`src/rtl/stopwatch_ctrl.sv`:
```
// Front-panel controller for the BCD stopwatch: debounces two pushbuttons, runs the
// IDLE/RUN/LAP/STOP sequencer and selects live or lap-frozen digits for the display.
module stopwatch_ctrl #(
    parameter int DB_CYCLES = 16
) (
    input  logic       clk,
    input  logic       rst,
    input  logic       btn_ss,
    input  logic       btn_lr,
    input  logic [3:0] y2,
    input  logic [3:0] y1,
    input  logic [3:0] y0,
    output logic       en,
    output logic       clr,
    output logic [3:0] d2,
    output logic [3:0] d1,
    output logic [3:0] d0,
    output logic [1:0] state
);

    localparam int CW = $clog2(DB_CYCLES + 1);

    typedef enum logic [1:0] {
        IDLE = 2'b00,
        RUN  = 2'b01,
        LAP  = 2'b10,
        STOP = 2'b11
    } state_t;

    // Bit 0 carries start/stop, bit 1 carries lap/reset.
    logic [1:0]    btn_raw;
    logic [1:0]    sync_p0;
    logic [1:0]    sync_p1;
    logic [1:0]    db;
    logic [1:0]    db_q;
    logic [1:0]    ev;
    logic [CW-1:0] cnt [2];

    state_t        state_q;
    state_t        state_nxt;
    logic          en_nxt;
    logic          clr_nxt;
    logic          lap_ld;
    logic [11:0]   lap;

    assign btn_raw = {btn_lr, btn_ss};

    // Synchroniser and debounce stage
    always_ff @(posedge clk or negedge rst) begin
        if (!rst) begin
            sync_p0 <= '0;
            sync_p1 <= '0;
            db      <= '0;
            db_q    <= '0;
            cnt[0]  <= '0;
            cnt[1]  <= '0;
        end else begin
            sync_p0 <= btn_raw;
            sync_p1 <= sync_p0;
            db_q    <= db;
            for (int i = 0; i < 2; i++) begin
                if (sync_p1[i] == db[i]) begin
                    cnt[i] <= '0;
                end else if (cnt[i] == CW'(DB_CYCLES - 1)) begin
                    db[i]  <= sync_p1[i];
                    cnt[i] <= '0;
                end else begin
                    cnt[i] <= cnt[i] + CW'(1);
                end
            end
        end
    end

    assign ev = db & ~db_q;

    // Sequencer stage: start/stop always wins a same-cycle collision
    always_comb begin
        state_nxt = state_q;
        clr_nxt   = 1'b0;
        lap_ld    = 1'b0;
        unique case (state_q)
            IDLE: begin
                if (ev[0]) state_nxt = RUN;
            end
            RUN: begin
                if (ev[0]) begin
                    state_nxt = STOP;
                end else if (ev[1]) begin
                    state_nxt = LAP;
                    lap_ld    = 1'b1;
                end
            end
            LAP: begin
                if (ev[0])      state_nxt = STOP;
                else if (ev[1]) state_nxt = RUN;
            end
            STOP: begin
                if (ev[0]) begin
                    state_nxt = RUN;
                end else if (ev[1]) begin
                    state_nxt = IDLE;
                    clr_nxt   = 1'b1;
                end
            end
            default: state_nxt = IDLE;
        endcase
        en_nxt = (state_nxt == RUN) || (state_nxt == LAP);
    end

    always_ff @(posedge clk or negedge rst) begin
        if (!rst) begin
            state_q <= IDLE;
            en      <= 1'b0;
            clr     <= 1'b0;
            lap     <= '0;
        end else begin
            state_q <= state_nxt;
            en      <= en_nxt;
            clr     <= clr_nxt;
            if (lap_ld) lap <= {y2, y1, y0};
        end
    end

    // Display select stage
    assign state        = state_q;
    assign {d2, d1, d0} = (state_q == LAP) ? lap : {y2, y1, y0};

endmodule
```
`config.mk`:
```
export PLATFORM = sky130hd
export DESIGN_NAME = stopwatch_ctrl
export DESIGN_NICKNAME = d
export VERILOG_FILES = /design/src/rtl/stopwatch_ctrl.sv
export SDC_FILE = /design/constraint.sdc
export NUM_CORES = 1
export LEC_CHECK = 0
export BUFFER_PORTS_ARGS = -buffer_cell sky130_fd_sc_hd__buf_2
export CELL_PAD_IN_SITES_DETAIL_PLACEMENT = 1
export CELL_PAD_IN_SITES_GLOBAL_PLACEMENT = 1
export CORE_AREA = 4 4 64 66
export DETAILED_ROUTE_END_ITERATION = 16
export DIE_AREA = 0 0 68 70
export PLACE_DENSITY_LB_ADDON = 0.15
export SLEW_MARGIN = 20
export SYNTH_ARGS = -nofsm -noshare
export SYNTH_HDL_FRONTEND = slang
export SYNTH_SLANG_ARGS = --single-unit
```
`constraint.sdc`:
```
create_clock -name clk -period 1.8 [get_ports clk]
set_clock_uncertainty 0.05 [all_clocks]
set_input_delay 0.18 -clock clk [delete_from_list [all_inputs] [get_ports clk]]
set_output_delay 0.18 -clock clk [all_outputs]
set_load 0.02 [all_outputs]
```
==> results.txt <==
status: finished clean
post-synthesis net count: 122
synthesized area: 1480 um2
GPL Wtd Cong: 0.716
clock latency on the worst-skew pair: 320 ps
fraction of layout instances using a drive strength above 1: 47.6%
top post-synthesis cells by area: dfrtp_1 (57%), mux2_2 (12%), mux2_4 (10%)
Crit path required time: 1570 ps
slowest stage delay, CP: 400 ps
Tot Pwr: 1.35 mW
All-Layer GR Usage: 13.3%
ant diodes: 0
die footprint: 4760 um2
Die Span Y: 70 um
DR vias: 918
I/O pin count: 32
Startpoint Class: flop
RSZ-0062 raised after global routing: true
Post-DRT Antenna Nets: 0
critical path class: flop to primary output
H-tree depth reported by CTS: 2
Num CTS Buffers: 5
slowest CP cell: dfrtp_1
synthesis-to-finish area growth: 29.0%
post-synthesis instance total: 104
vias in the first global route: 1072
most frequent CP cell: buf_6
CTS tree: done
Remaining DRCs: 0
Initial Utilization: 41.5%
Port Buffers: 31
min cycle time layout: 1750 ps
final setup fails: 0
DIE WIDTH: 68 um
Core Region: 3580 um2
final-stage net count: 165
number of cell rows: 22
# clock sinks: 34
clock buffer depth: 2
slew of the pin with the lowest slew margin: 740 ps
dpl hpwl: 1.92 mm
CP endpoint kind: primary output
period utilization: 97.4%
Static Leakage: 0.978 nW
Yosys top cell area share: 57.3%
cell breakdown of the critical path: nor2b_2 > buf_6 > mux2_4 > buf_6
final WL: 2.88 mm
clk root buf: clkbuf_4
leading area contributor after synthesis: dfrtp_1
Max-slew headroom: 50.7%
Via density: 4.71
CP max FO: 7
Fin. Hold Viols: 0
Hold WC Path Type: primary input to flop
initial antenna violation count: 0
crit path DAT: 1520 ps
maxcap violations: 0
DR iter-0 viols: 29
synth warn: 0
max frequency: 571 MHz
commonest non-fill, non-tap cells in the layout: dfrtp_1 (33), mux2_4 (22), buf_2 (19), buf_6 (14), nor2_1 (10)
global-route wire length before repair: 4.65 mm
count of different cell masters after synthesis: 21
Final Max Slew Viols: 0
post-synthesis sequential area ratio: 57.3%
Synth Register Bits: 34
clock slew at reported path FFs: 90 ps
leading cell type in the layout, fill and taps excluded: dfrtp_1
Power per Cell Area: 705 nW/um2
Pre-antenna DRT Iters: 3
DR WL/cell: 14.8 um
GRT overflow: 0
largest net degree at the start of global routing: 35
Synth Area per Inst: 14.3 um2
Max IR drop VDD: 0.000317 V
layout filler cell count: 377
Final Util: 53.5%
repair_timing:
action / 4_1_cts / 5_1_grt
hold endpoints to repair: 36 / 0
endpoints found under the setup margin: 12 / 12
hold buffers: 3 / 0
gates cloned: 0 / 1
resized for setup: 2 / 39
buffers inserted: 1 / 0
pin swaps: 0 / 0
cell families (layout without fill, tap and decap cells):
logic type	count (synthesis)	after routing	synth area share (%)
compound gates	3	3	1.18
simple gates	26	26	10.0
mux	27	27	22.9
buf+inv	3	46	1.52
xor+xnor	9	9	5.31
flops	34	34	57.3
fa+ha+maj	2	2	1.69
area by class of cell:
type	instances	area, um2	share of cell area (%)
Clock buffer	7	45.0	2.35
Inverter	1	3.75	0.196
Multi-Input combinational cell	67	656	34.2
Sequential cell	34	852	44.5
Tap cell	48	60.1	3.14
Timing Repair Buffer	38	298	15.6
report_power, final:
| group | total (mW) | internal (mW) | leakage, nW | switching [mW] |
|---|---|---|---|---|
| registers | 0.813 | 0.794 | 0.431 | 0.0193 |
| logic | 0.161 | 0.0885 | 0.521 | 0.0722 |
| clock network | 0.375 | 0.147 | 0.0254 | 0.228 |
| total | 1.35 | 1.03 | 0.978 | 0.320 |
registers in the layout, summed over array words and instances, names as in the netlist:
| signal | flops |
|---|---|
| state | 2 |
| en | 1 |
| cnt | 10 |
| lap | 12 |
| clr | 1 |
| sync_p1 | 2 |
| db | 2 |
| sync_p0 | 2 |
| db_q | 2 |
critical path, delay by kind of cell (launching register included):
kind / cells / cell delay [ps]
mux: 1 / 320
simple gates: 1 / 170
flops: 1 / 400
buf+inv: 2 / 310
through the flow:
step           worst slack, ps  instance area, um2  std cells  TNS [ps]  hold slack [ps]
2_1_floorplan              190                1480        104         0             -166
3_3_place_gp               220                1700        183         0              237
3_5_place_dp               198                1700        183         0              240
4_1_cts                   6.88                1780        194         0             29.5
5_1_grt                  -53.0                1910        195      -344             22.6
6_report                  47.4                1910        195         0             51.0
per-layer routing:
metal	track usage, %	share of wire, %	vias to the layer above
li1	-	-	437
met1	15.5	42	454
met2	20.8	51	22
met3	5.47	5.3	5
met4	5.96	1.7	0
met5	0	0	-
path summary, 6_finish.rpt:
path	from	to	slack [ps]	cells after the start
worst max-delay path	state[0]	d2[0]	50	4
worst min-delay path	y0[1]	lap[1]	50	2
worst max register to register	db[0]	lap[6]	220	3
worst min register to register	sync_p0[1]	sync_p1[1]	310	0
max in group asynchronous	rst	state[1]	780	2
min in group asynchronous	rst	lap[8]	410	2
cells in the mapped netlist:
| master | number |
|---|---|
| ha_1 | 2 |
| buf_6 | 1 |
| dfrtp_1 | 34 |
| and3_1 | 2 |
| and2b_4 | 1 |
| mux2_2 | 16 |
| nor2b_2 | 1 |
| buf_4 | 1 |
| o21ai_0 | 2 |
| mux2_4 | 10 |
| nand4b_4 | 1 |
| a211oi_1 | 1 |
| nand2b_1 | 1 |
| xnor2_1 | 2 |
| inv_1 | 1 |
| nand3_1 | 4 |
| nand2_1 | 3 |
| mux2i_1 | 1 |
| xor2_1 | 7 |
| and2_1 | 3 |
| nor2_1 | 10 |
Note: power is estimated with default switching activity, not from simulation.
